$ cat src/rtl/stn_pixel_packer.sv
// Packs grey-scaled STN pixels (1 or 3 bits each) LSB-first into 8-bit panel words behind a small FIFO.
// Optional macro PACKER_FRAME_WORDS_EN builds the per-frame pushed-word counter.
module stn_pixel_packer #(
    parameter int FIFO_DEPTH = 4
) (
    input  logic        clk,
    input  logic        reset,
    input  logic [2:0]  greypixel,
    input  logic        valid,
    output logic        stall,
    input  logic        frame_end,
    input  logic        mono,
    output logic [7:0]  panel_data,
    output logic        panel_valid,
    input  logic        panel_ready,
    output logic [15:0] frame_words
);

    localparam int AW = $clog2(FIFO_DEPTH);
    localparam logic [AW:0] FULL_LVL  = (AW+1)'(FIFO_DEPTH);
    localparam logic [AW:0] STALL_LVL = (AW+1)'(FIFO_DEPTH - 1);

    typedef enum logic [0:0] {
        ST_ACC   = 1'b0,
        ST_FLUSH = 1'b1
    } state_e;

    state_e         state_q, state_d;
    logic           init_q, init_d;
    logic           mono_q, mono_d;
    logic [9:0]     acc_q, acc_d;
    logic [3:0]     cnt_q, cnt_d;
    logic [7:0]     mem_q [FIFO_DEPTH];
    logic [7:0]     mem_d [FIFO_DEPTH];
    logic [AW-1:0]  wr_ptr_q, wr_ptr_d;
    logic [AW-1:0]  rd_ptr_q, rd_ptr_d;
    logic [AW:0]    count_q, count_d;

    logic           accept_s;
    logic [9:0]     in_bits_s;
    logic [3:0]     in_cnt_s;
    logic [9:0]     merged_s;
    logic [3:0]     sum_s;
    logic           push_s;
    logic [7:0]     push_data_s;
    logic           pop_s;
    logic           leave_flush_s;

    // Stall depends only on registered state so upstream sees a clean hold request.
    assign stall       = (state_q == ST_FLUSH) | (count_q >= STALL_LVL);
    assign panel_valid = (count_q != (AW+1)'(0));
    assign panel_data  = panel_valid ? mem_q[rd_ptr_q] : 8'h00;
    assign pop_s       = panel_valid & panel_ready;

    // Incoming pixel bits merged above the pending bits.
    always_comb begin
        accept_s = valid & ~stall;
        if (mono_q) begin
            in_bits_s = {9'b0, greypixel[0]};
            in_cnt_s  = 4'd1;
        end else begin
            in_bits_s = {7'b0, greypixel};
            in_cnt_s  = 4'd3;
        end
        merged_s = acc_q | (in_bits_s << cnt_q);
        sum_s    = cnt_q + in_cnt_s;
    end

    // Packing FSM: next state, accumulator update and FIFO push request.
    always_comb begin
        state_d       = state_q;
        acc_d         = acc_q;
        cnt_d         = cnt_q;
        init_d        = 1'b0;
        push_s        = 1'b0;
        push_data_s   = 8'h00;
        leave_flush_s = 1'b0;
        if (init_q) begin
            mono_d = mono;
        end else begin
            mono_d = mono_q;
        end
        case (state_q)
            ST_ACC: begin
                if (accept_s) begin
                    if (sum_s >= 4'd8) begin
                        push_s      = 1'b1;
                        push_data_s = merged_s[7:0];
                        acc_d       = {8'b0, merged_s[9:8]};
                        cnt_d       = sum_s - 4'd8;
                    end else begin
                        acc_d = merged_s;
                        cnt_d = sum_s;
                    end
                end else begin
                    acc_d = acc_q;
                end
                if (frame_end) begin
                    state_d = ST_FLUSH;
                end else begin
                    state_d = ST_ACC;
                end
            end
            ST_FLUSH: begin
                // Pending bits are kept zero above cnt_q, so the padded word is just acc_q.
                if (cnt_q == 4'd0) begin
                    leave_flush_s = 1'b1;
                end else if (count_q != FULL_LVL) begin
                    push_s        = 1'b1;
                    push_data_s   = acc_q[7:0];
                    acc_d         = 10'd0;
                    cnt_d         = 4'd0;
                    leave_flush_s = 1'b1;
                end else begin
                    leave_flush_s = 1'b0;
                end
                if (leave_flush_s) begin
                    state_d = ST_ACC;
                    mono_d  = mono;
                end else begin
                    state_d = ST_FLUSH;
                end
            end
            default: begin
                state_d = ST_ACC;
            end
        endcase
    end

    // Word FIFO bookkeeping; simultaneous push and pop leave occupancy unchanged.
    always_comb begin
        mem_d    = mem_q;
        wr_ptr_d = wr_ptr_q;
        rd_ptr_d = rd_ptr_q;
        if (push_s) begin
            mem_d[wr_ptr_q] = push_data_s;
            wr_ptr_d        = wr_ptr_q + AW'(1);
        end else begin
            wr_ptr_d = wr_ptr_q;
        end
        if (pop_s) begin
            rd_ptr_d = rd_ptr_q + AW'(1);
        end else begin
            rd_ptr_d = rd_ptr_q;
        end
        case ({push_s, pop_s})
            2'b10:   count_d = count_q + (AW+1)'(1);
            2'b01:   count_d = count_q - (AW+1)'(1);
            default: count_d = count_q;
        endcase
    end

    // State, accumulator and FIFO registers.
    always_ff @(posedge clk or posedge reset) begin
        if (reset) begin
            state_q  <= ST_ACC;
            init_q   <= 1'b1;
            mono_q   <= 1'b0;
            acc_q    <= 10'd0;
            cnt_q    <= 4'd0;
            wr_ptr_q <= AW'(0);
            rd_ptr_q <= AW'(0);
            count_q  <= (AW+1)'(0);
            for (int i = 0; i < FIFO_DEPTH; i++) begin
                mem_q[i] <= 8'h00;
            end
        end else begin
            state_q  <= state_d;
            init_q   <= init_d;
            mono_q   <= mono_d;
            acc_q    <= acc_d;
            cnt_q    <= cnt_d;
            wr_ptr_q <= wr_ptr_d;
            rd_ptr_q <= rd_ptr_d;
            count_q  <= count_d;
            mem_q    <= mem_d;
        end
    end

`ifdef PACKER_FRAME_WORDS_EN
    logic [15:0] fw_q, fw_d;

    // Saturating per-frame push counter, cleared when a flush completes.
    always_comb begin
        if (leave_flush_s) begin
            fw_d = 16'h0000;
        end else if (push_s && (fw_q != 16'hFFFF)) begin
            fw_d = fw_q + 16'd1;
        end else begin
            fw_d = fw_q;
        end
    end

    // Frame word counter register.
    always_ff @(posedge clk or posedge reset) begin
        if (reset) begin
            fw_q <= 16'h0000;
        end else begin
            fw_q <= fw_d;
        end
    end

    assign frame_words = fw_q;
`else
    assign frame_words = 16'h0000;
`endif

endmodule
$ cat config.mk
export PLATFORM = sky130hd
export DESIGN_NAME = stn_pixel_packer
export DESIGN_NICKNAME = d
export VERILOG_FILES = /design/src/rtl/stn_pixel_packer.sv
export SDC_FILE = /design/constraint.sdc
export NUM_CORES = 1
export LEC_CHECK = 0
export CORE_AREA = 2 2 76 78
export DETAILED_ROUTE_END_ITERATION = 8
export DIE_AREA = 0 0 78 80
export PLACE_DENSITY = 0.84
export SLEW_MARGIN = 5
export SYNTH_ARGS = -nofsm -noshare
export SYNTH_HDL_FRONTEND = slang
export SYNTH_SLANG_ARGS = --single-unit
$ cat constraint.sdc
create_clock -name clk -period 6.21 [get_ports clk]
set_input_delay 0.621 -clock clk [delete_from_list [all_inputs] [get_ports clk]]
set_output_delay 0.621 -clock clk [all_outputs]
set_load 0.05 [all_outputs]
* Word-level counts from Yosys, hierarchy flattened *
Index checks and enable logic that the tools add are counted.

word-level totals
  flip-flop bits (word level) = 56
  bits in latches = 0
  RAM bits = 0
  ROM bits = 0
  bits of input ports = 9
  output and inout port bits = 26
  memories = 0

cells by class
  add/subtract/negate cells = 6
  multipliers = 0
  divide/modulo/power cells = 0
  $lt $le $gt $ge = 5
  equal/unequal tests = 6
  shift operators = 1
  mux-type cells = 38
  bitwise operators = 8
  reduce and logical (&&, ||, !) cells = 5

operators by type and width
  kind                 count
  $mux 8               8
  $mux 10              4
  $bwmux 32            1
  $pmux 10 s2          1
  $bmux 8 s2           1
  $demux 8 s2          1
  $mux 4               4
  $pmux 8 s2           1
  $mux 1               11
  $or 10x10->10        1
  $shl 3x4->10         1
  $pmux 4 s2           1
  $ge 3x3->1 const B   2
  $not 2->3            2
  $pmux 3 s2           1
  $add 2x1->2 const B  2
  $add 4x4->4          1
  $ge 4x4->1 const B   1
  $logic_not 4->1      1
  $ne 2x2->1 const B   2
  $pmux 1 s2           2
  $sub 4x4->4 const B  1
  $add 3x1->3 const B  1
  $ge 3x2->1 const B   1
  other kinds (15)     17

* Longest topological paths before layout *
Gate-level depths: netlist of the first run.

  word-level depth = 8
  mapped depth = 12

* Worst setup path after synthesis of the first run *
No wires, ideal clock.

  kind = register to register
  from = register cnt_q[1]
  to = register count_q[2]
  setup time = 0.079 ns
  arrival = 2.465 ns
  data required time = 6.131 ns
  path slack = 3.665 ns
  cell stages (with the launch flop) = 12
  period minus slack after synthesis = 2.545 ns
  path through = dfrtp_1 > or4_1 > and3_4 > buf_6 > a21o_4 > inv_1 > ha_1 > inv_1 > fa_1 > xor2_1 > nor2_1 > xor2_1

between the ends
  longest elaborated chain between the ends = 7

ends and longest elaborated chain
  what                                                    line  text
  start, declared                                         32    logic [3:0] cnt_q, cnt_d;
  start signal, assigned                                  172   cnt_q <= cnt_d;
  $add 4x4->4                                             66    sum_s = cnt_q + in_cnt_s;
  $ge 4x4->1                                              86    if (sum_s >= 4'd8) begin
  $mux 1                                                  86
  $mux 1                                                  85    if (accept_s) begin
  $pmux 1 s2 *                                            83    case (state_q)
  $eq 2x1->1 / $eq 2x2->1 (equally long branches)         146   case ({push_s, pop_s})
  $pmux 3 s2 / $reduce_bool 2->1 (equally long branches)  -
  end signal, assigned                                    163   count_q <= (AW+1)'(0);
  end signal, assigned                                    175   count_q <= count_d;
  end, declared                                           37    logic [AW:0] count_q, count_d;

Every way passes the cells marked *; elsewhere a longest branch is shown, timed or not.
A chain may end at the register's enable or synchronous reset.

* Final worst setup path of the first run *
  from = register rd_ptr_q[0]
  to = output panel_data[4]

between the ends
  longest elaborated chain between the ends = 5

ends and longest elaborated chain
  what                                        line  text
  start, declared                             36    logic [AW-1:0] rd_ptr_q, rd_ptr_d;
  start signal, assigned                      174   rd_ptr_q <= rd_ptr_d;
  $not 2->3 (not written as such)             52    assign panel_data = panel_valid ? mem_q[rd_ptr_q] : 8'h00;
  $bmux 8 s2                                  52
  $mux 8 (not written as such) (2 in series)  52
  $mux 8                                      52
  end, declared                               13    output logic [7:0] panel_data,

No other way between the ends. The select of a mux whose other input is x is not followed.

==> run summary, run 1 <==
Crit path depth = 3
Number of DRC markers in iteration 0 = 238
Fin. Hold Viols = 0
Worst-Margin Slew = 856 ps
Row count = 27
Seq/Total Area, Yosys = 0.436
Asr flop ratio synth = 1.00
Largest net degree at the start of global routing = 57
Worst setup margin = 3090 ps
Outcome = finished, final reports clean
Io pins = 35
Post-Syn Area = 3220 um^2
Vias = 2340
Die Y-Extent = 80 um
Tot GR Track Use = 0.233
Setup tns final = 0 ps
PwrDens = 558 nW/um^2
Worst path arrival time = 2500 ps
CP max FO = 10
Critical-path top delay cell = dfrtp_1
Crit path kind = flop to primary output
Most frequent cells in the layout = dfrtp_1, inv_1, clkdlybuf4s50_1
Detailed-router iteration count before antenna repair = 4
CTS tree = yes
Initial antenna violation count = 0
Leak = 0.00145 uW
H-tree depth = 2
CTS Root Cell = clkbuf_8
Most common cell after layout, fill and taps aside = dfrtp_1
Minimum clock period = 3120 ps
EDFF count, synth = 0
Synth Flop Type = dfrtp_1
Final period util = 0.503
Cell count after synthesis = 299
Setup Skew = 11.6 ps
PostCTS Resize Cnt = 0
CP top delay family = flip-flops
Vias in the first global route = 2268
Worst-path clk slew = 100 ps
Setup-failing EPs final = 0
Cts hold-fix bufs = 0
Initial core utilization = 0.595
Post-detailed-route wirelength per cell = 17.4 um
Hold Path Depth = 1
Worst vdd ir = 0.349 mV
Fin cells = 385
Core footprint = 5410 um^2
Worst Path Buf+Inv = 1
DIE WIDTH = 78 um
Multi-input logic area = 1550 um^2
Setup Fix Bufs, Post-CTS = 0
Placed insts = 377
Cells along the critical path = mux4_2 > and2_1 > clkdlybuf4s50_1
Max_slew headroom = 0.422
Startpoint Class = flop
Vias per cell = 6.08
Clock Latency Late Sink = 320 ps
Full die area = 6240 um^2
Fin nets = 329
Crit. End Element = primary output
Layout cells sized above 1 = 0.118
Antenna Cells = 0
FMAX = 0.320 GHz
Syn Area/Cell = 10.8 um^2
Crit-path max cell delay = 740 ps
Clk buf depth = 2
Worst Path Required = 5590 ps
P&R area growth vs syn = 7.58%
Drt total wl = 6.70 mm
Detailed Place HPWL = 4.72 mm
Grt ovf = 0
# Max-Cap Violations = 0
# port buffers = 18
Pins Over Slew Limit = 0
CTS Sinks = 56
Gp weighted congestion = 0.810
R2R depth = 10
Distinct cell type count after synthesis = 62
FF+latch area = 1400 um^2
Residual DRC = 0
Remaining antenna violation count = 0
Pre-CTS WS = 3130 ps
HP Class = flop to flop
RSZ-0062 raised after global routing = no
First-pass GRT wire length = 11.1 mm
Synth Register Bits = 56
CTS Buf Count = 5
Synth warn = 0
Fillcell total = 444
==> layout make-up <==
class                      count  area share
multi-input combinational    194       0.449
sequential                    56       0.405
timing repair buffer          19      0.0542
inverter                      36      0.0390
tap                           72      0.0260
clock buffer                   5      0.0199
clock inverter                 3     0.00651
==> path summary, 6_finish.rpt <==
kind / start / to / slack [ps]
min in group asynchronous: reset / cnt_q[3] / 810
worst max-delay path: rd_ptr_q[0] / panel_data[4] / 3090
worst max register to register: mono_q / count_q[1] / 3200
worst min-delay path: mem_q[4] / mem_q[4] / 510
max in group asynchronous: reset / mem_q[8] / 4950
worst min register to register: mem_q[4] / mem_q[4] / 510
==> metrics by stage <==
| step | utilization | hold slack [ps] | area [um^2] | total power, uW |
|---|---|---|---|---|
| after CTS | 0.640 | 507 | 3460 | 1930 |
| after detailed placement | 0.623 | 483 | 3370 | 1730 |
| final | 0.640 | 508 | 3460 | 1930 |
| after global placement | 0.623 | 477 | 3370 | 1690 |
| after global routing | 0.640 | 528 | 3460 | 2060 |
| after floorplan | - | 465 | 3280 | 1470 |
==> cells by family (layout without fill, tap and decap cells) <==
group	Yosys count	in the layout	share of synthesized area
adder cells (fa/ha/maj)	8	8	0.0358
multiplexers	16	16	0.0848
AND/OR/NAND/NOR	66	66	0.122
AO/OA/AOI/OAI	81	81	0.205
XOR/XNOR	6	6	0.0163
other	1	17	0.00117
buffers and inverters	65	63	0.0996
flip-flops	56	56	0.436
==> where the power goes <==
group | internal [uW] | leakage (uW) | switching (uW)
registers | 516 | 0.000713 | 161
logic | 441 | 0.000692 | 606
clock network | 81.2 | 0.0000485 | 125
==> per-layer routing <==
layer / up-vias / GRT usage / wire length, um
met2: 86 / 0.378 / 3300
met5: - / 0 / 0
met4: 0 / 0.0947 / 193
li1: 1080 / - / -
met3: 15 / 0.0498 / 362
met1: 1159 / 0.307 / 2840
==> synthesized netlist by cell type (all sizes together) (2+ instances only) <==
cell type / number / area (um^2)
dfrtp: 55 / 1380
o32ai: 12 / 105
and3: 4 / 30.0
a211oi: 2 / 20.0
nand3: 5 / 25.0
o21ai: 11 / 55.1
ha: 6 / 75.1
a21o: 3 / 30.0
a22oi: 6 / 45.0
nor4b: 3 / 26.3
o2bb2ai: 5 / 81.3
a32oi: 2 / 17.5
xor2: 3 / 26.3
nor3: 4 / 20.0
a221o: 2 / 20.0
mux4: 8 / 180
a211o: 2 / 17.5
nand2b: 2 / 12.5
inv: 36 / 135
nand2: 15 / 56.3
a2bb2oi: 5 / 50.0
a21boi: 4 / 30.0
o32a: 4 / 40.0
mux2: 7 / 82.6
nor2: 5 / 18.8
o22ai: 8 / 50.1
a21oi: 8 / 40.0
buf: 22 / 159
nor2b: 2 / 12.5
and2: 13 / 82.6
nor3b: 2 / 15.0
xnor2: 3 / 26.3
o211ai: 3 / 22.5
fa: 2 / 40.0
clkbuf: 7 / 26.3
nor4bb: 2 / 20.0
==> flip-flops by register name (all words and copies together) (netlist names) <==
signal,count
state_q,1
rd_ptr_q,2
init_q,1
count_q,3
mem_q,32
mono_q,1
acc_q,10
cnt_q,4
wr_ptr_q,2
Note: power is estimated with default switching activity, not from simulation.
==> inputs of run 2 (changes only) <==
--- a/config.mk
+++ b/config.mk
@@ -5,10 +5,10 @@
 export SDC_FILE = /design/constraint.sdc
 export NUM_CORES = 1
 export LEC_CHECK = 0
-export CORE_AREA = 2 2 76 78
+export CORE_AREA = 2 2 79 81
 export DETAILED_ROUTE_END_ITERATION = 8
-export DIE_AREA = 0 0 78 80
-export PLACE_DENSITY = 0.84
+export DIE_AREA = 0 0 81 83
+export PLACE_DENSITY = 0.78
 export SLEW_MARGIN = 5
 export SYNTH_ARGS = -nofsm -noshare
 export SYNTH_HDL_FRONTEND = slang
==> constraint.sdc (replaced) <==
create_clock -name clk -period 2.95 [get_ports clk]
set_input_delay 0.295 -clock clk [delete_from_list [all_inputs] [get_ports clk]]
set_output_delay 0.295 -clock clk [all_outputs]
set_load 0.05 [all_outputs]
==> run 2 against run 1 <==
Clock-buffer cell count increased by 1; hold slack got worse by 220 ps; combinational power increased by 130%; power increased by 120%; via count increased by 2.5%; critical path depth unchanged; sequential cell count unchanged; register-to-register slack got worse by 2900 ps; wire length increased by 6.4%; largest cell class unchanged; die area increased by 7.7%.
==> run summary, run 2 (synthesis gave the netlist of run 1 again) <==
# Max-Cap Violations = 0
Worst path arrival time = 2440 ps
Detailed-router iteration count before antenna repair = 4
Crit. End Element = primary output
Worst r2r src = count_q[0]
# port buffers = 18
PostCTS Resize Cnt = 0
Gp weighted congestion = 0.815
CTS Root Cell = clkbuf_8
Reg with most FFs = mem_q
CP max FO = 9
Critical-path top delay cell = dfrtp_1
Worst vdd ir = 0.642 mV
Vias per cell = 6.03
Worst-path clk slew = 100 ps
Outcome = finished, final reports clean
Fin. Hold Viols = 0
CTS Buf Count = 5
Remaining antenna violation count = 0
Post-detailed-route wirelength per cell = 17.9 um
PwrDens = 1190 nW/um^2
R2R Setup Slk = 310 ps
Io pins = 35
Design Power = 4240 uW
Pins Over Slew Limit = 0
First-pass GRT wire length = 12.0 mm
Core footprint = 5820 um^2
CTS Sinks = 56
Max_slew headroom = 0.373
Max FFs per register = 32
Largest net degree at the start of global routing = 23
Cts hold-fix bufs = 0
Layout cells sized above 1 = 0.142
Cells along the critical path = mux4_2 > and2_1 > clkdlybuf4s50_1
H-tree depth = 2
Final Util = 0.612
Minimum clock period = 2740 ps
DIE WIDTH = 81 um
Startpoint Class = flop
RSZ-0062 raised after global routing = no
Placed insts = 390
Most frequent cells in the layout = dfrtp_1, inv_1, clkdlybuf4s50_1
Setup tns final = 0 ps
Full die area = 6720 um^2
Hold WS = 283 ps
Grt ovf = 0
Setup-failing EPs final = 0
Worst-Margin Slew = 940 ps
Fin nets = 339
Clock Latency Late Sink = 310 ps
Antenna Cells = 0
HP Class = input port to asynchronous set/reset pin
FMAX = 0.365 GHz
Setup Skew = 7.32 ps
Most common cell after layout, fill and taps aside = dfrtp_1
CTS tree = yes
Crit-path max cell delay = 700 ps
Number of DRC markers in iteration 0 = 213
P&R area growth vs syn = 10.7%
Die Y-Extent = 83 um
Leak = 0.00151 uW
Tot GR Track Use = 0.231
Worst Path Required = 2650 ps
Row count = 28
Setup Fix Bufs, Post-CTS = 0
Fin cells = 398
Drt total wl = 7.13 mm
Detailed Place HPWL = 5.11 mm
Largest registers = mem_q x32, acc_q x10, cnt_q x4
Crit path kind = flop to primary output
Residual DRC = 0
Vias in the first global route = 2401
Initial core utilization = 0.553
Final period util = 0.929
Vias = 2398
Crit path launch = rd_ptr_q[0]
Clk buf depth = 2
Initial antenna violation count = 0
-- run 2: changes by cell type in the layout (fill, tap and decap cells not counted), sizes merged --
| cell | previous run | this run |
|---|---|---|
| clkbuf | 5 | 6 |
| clkinv | 2 | 0 |
| buf | 1 | 11 |
| bufinv | 0 | 1 |
-- run 2: path summary, 6_finish.rpt --
path	endpoint	cells after the start
max	panel_data[5]	3
min	acc_q[9]	2
max reg2reg	count_q[2]	10
min reg2reg	mem_q[16]	1
max in group asynchronous	mem_q[28]	3
min in group clk	mem_q[16]	1
-- run 2: critical path: cells and delay by family, from the launching register on --
| kind | cells | cell delay, ps |
|---|---|---|
| simple gates | 1 | 160 |
| buf+inv | 1 | 690 |
| flops | 1 | 700 |
| mux | 1 | 570 |
-- run 2: area by class of cell --
class                   instances  area (um^2)
fillers                       491         2260
multi-input cells             194         1550
flip-flops and latches         56         1400
repair buffers                 29          263
inverters                      36          135
well taps                      75         93.8
clock buffers                   6         72.6
clock inverters                 2         38.8
-- run 2: per-layer routing --
| layer | part of all wire | wire [um] | vias to the layer above | global-route usage |
|---|---|---|---|---|
| met4 | 0.021 | 147 | 0 | 0.0709 |
| met5 | 0 | 0 | - | 0 |
| met2 | 0.50 | 3530 | 76 | 0.372 |
| met3 | 0.052 | 371 | 13 | 0.0326 |
| li1 | - | - | 1106 | - |
| met1 | 0.43 | 3080 | 1203 | 0.325 |
-- run 2: per-stage QoR --
step / worst slack, ps / instance area (um^2)
after floorplan: 405 / 3280
after global placement: 443 / 3450
final: 210 / 3560
after global routing: 84.0 / 3560
after CTS: 178 / 3560
after detailed placement: 358 / 3450
-- run 2: where the power goes --
part           leakage (uW)  switching, uW  internal [uW]
registers          0.000713            272           1090
logic              0.000744           1390            987
clock network     0.0000558            252            257
total               0.00151           1910           2330
==> inputs of run 3 (changes only) <==
--- a/config.mk
+++ b/config.mk
@@ -5,10 +5,11 @@
 export SDC_FILE = /design/constraint.sdc
 export NUM_CORES = 1
 export LEC_CHECK = 0
-export CORE_AREA = 2 2 79 81
+export CORE_AREA = 2 2 83 85
 export DETAILED_ROUTE_END_ITERATION = 8
-export DIE_AREA = 0 0 81 83
-export PLACE_DENSITY = 0.78
+export DIE_AREA = 0 0 85 87
+export GPL_ROUTABILITY_DRIVEN = 1
+export PLACE_DENSITY = 0.74
 export SLEW_MARGIN = 5
 export SYNTH_ARGS = -nofsm -noshare
 export SYNTH_HDL_FRONTEND = slang
==> constraint.sdc (replaced) <==
create_clock -name clk -period 2.36 [get_ports clk]
set_input_delay 0.236 -clock clk [delete_from_list [all_inputs] [get_ports clk]]
set_output_delay 0.236 -clock clk [all_outputs]
set_load 0.05 [all_outputs]
==> run 3 against run 2 <==
Die area increased by 10%; cell count rose by 6.5%; wire length grew 2.3%; highest routed layer unchanged; combinational power rose by 35%; first-iteration DRC count grew 23%; cell area increased by 4.3%.
==> run summary, run 3 (synthesis gave the netlist of run 1 again) <==
Outcome = finished, final reports clean
Row count = 30
Most common cell after layout, fill and taps aside = dfrtp_1
DP Area = 3590 um^2
PwrDens = 1470 nW/um^2
# Max-Cap Violations = 0
Worst r2r src = cnt_q[3]
Crit-path max cell delay = 540 ps
Setup Skew = 15.7 ps
Fin. Hold Viols = 0
Worst path arrival time = 2540 ps
Startpoint Class = flop
First-pass GRT wire length = 12.3 mm
Final Util = 0.565
Most frequent cells in the layout = dfrtp_1, buf_4, inv_1
Fillcell total = 575
Final period util = 0.977
Crit path kind = flop to flop
Setup-failing EPs final = 0
Worst vdd ir = 0.925 mV
Cts hold-fix bufs = 0
R2R depth = 10
Reg2Reg Capture Point = count_q[2]
Most used cell, CP = xor2_1
Max FFs per register = 32
Residual DRC = 0
CP max FO = 2
Met3 Use GR = 0.0237
Post-detailed-route wirelength per cell = 17.2 um
# port buffers = 18
FMAX = 0.434 GHz
CTS Buf Count = 5
Critical-path top delay cell = or4_4
Grt peak-use layer = met2
CTS Sinks = 56
Max_slew headroom = 0.535
Grt ovf = 0
Worst-path clk slew = 90 ps
Antenna Cells = 0
H-tree depth = 2
Largest registers = mem_q x32, acc_q x10, cnt_q x4
Full die area = 7400 um^2
Layout cells sized above 1 = 0.238
Hold WS = 418 ps
Crit path launch = cnt_q[3]
Vias per cell = 5.83
Cells along the critical path = or4_4 > and3_4 > a21o_4 > inv_4 > ha_4 > inv_2 > fa_2 > xor2_1 > nor2_1 > xor2_1
HP Class = input port to asynchronous set/reset pin
CTS tree = yes
RSZ-0062 raised after global routing = yes
Vias = 2473
Met1 usage in global routing = 0.287
Largest net degree at the start of global routing = 57
Io pins = 35
Reg with most FFs = mem_q
Core footprint = 6570 um^2
Initial core utilization = 0.490
Number of DRC markers in iteration 0 = 261
DIE WIDTH = 85 um
Clk buf depth = 2
Fin nets = 360
CTS Root Cell = clkbuf_8
M2 GR Usage = 0.362
Pins Over Slew Limit = 0
Worst-Margin Slew = 697 ps
Detailed Place HPWL = 5.29 mm
R2R Setup Slk = 50 ps
Crit. End Element = flop
Remaining antenna violation count = 0
Die Y-Extent = 87 um
Tot GR Track Use = 0.211
Gp weighted congestion = 0.853
Worst Path Required = 2600 ps
Minimum clock period = 2310 ps
Initial antenna violation count = 0
Post-Layout Inst Area = 3710 um^2
Drt total wl = 7.29 mm
Clock Latency Late Sink = 320 ps
Leak = 0.00162 uW
Vias in the first global route = 2462
P&R area growth vs syn = 15.4%
Design Power = 5450 uW
Detailed-router iteration count before antenna repair = 5
==> run 3: changes by cell type in the layout (fill, tap and decap cells not counted), moves of 2 or more <==
cell / previous run / this run
buf_4: 11 / 40
clkdlybuf4s50_1: 18 / 9
clkinvlp_4: 0 / 2
inv_1: 35 / 33
==> run 3: worst max-delay path by stage <==
stage	endpoint	depth (start not counted)
floorplan	count_q[2]	11
global placement	count_q[2]	10
detailed placement	count_q[2]	10
CTS	count_q[2]	10
global route	count_q[2]	10
finish	count_q[2]	10
==> run 3: routing by layer <==
| layer | wire length, um | vias up |
|---|---|---|
| li1 | - | 1143 |
| met3 | 387 | 7 |
| met2 | 3790 | 85 |
| met4 | 56 | 0 |
| met1 | 3060 | 1238 |
| met5 | 0 | - |
==> run 3: timing repair <==
item	CTS	global route
gates resized for setup	3	1
setup buffers	1	1
pin swaps	4	5
setup endpoints to repair	2	1
==> run 3: power breakdown <==
part           switching, uW  internal [uW]
Sequential               333           1360
Combinational           1810           1390
Clock                    319            238
==> run 3: final cells by class <==
type	count	area, um^2	share of cell area
Multi-Input combinational cell	194	1580	0.425
Sequential cell	56	1400	0.378
Inverter	36	138	0.0371
Timing Repair Buffer	50	399	0.107
Clock inverter	2	15.0	0.00404
Tap cell	80	100	0.0270
Clock buffer	6	82.6	0.0222
==> run 3: critical path, delay by kind of cell, from the launching register on <==
family | cells | cell delay (ps)
xor+xnor | 2 | 290
fa+ha+maj | 2 | 450
flops | 1 | 380
simple gates | 3 | 850
compound gates | 1 | 190
buf+inv | 2 | 90
==> run 3: metrics by stage <==
step	instances	setup WS, ps	setup TNS, ps
finish	424	53.3	0
global placement	414	2.46	0
floorplan	315	-139	-158
detailed placement	414	-38.0	-38.0
global route	424	-51.7	-51.7
CTS	423	4.51	0
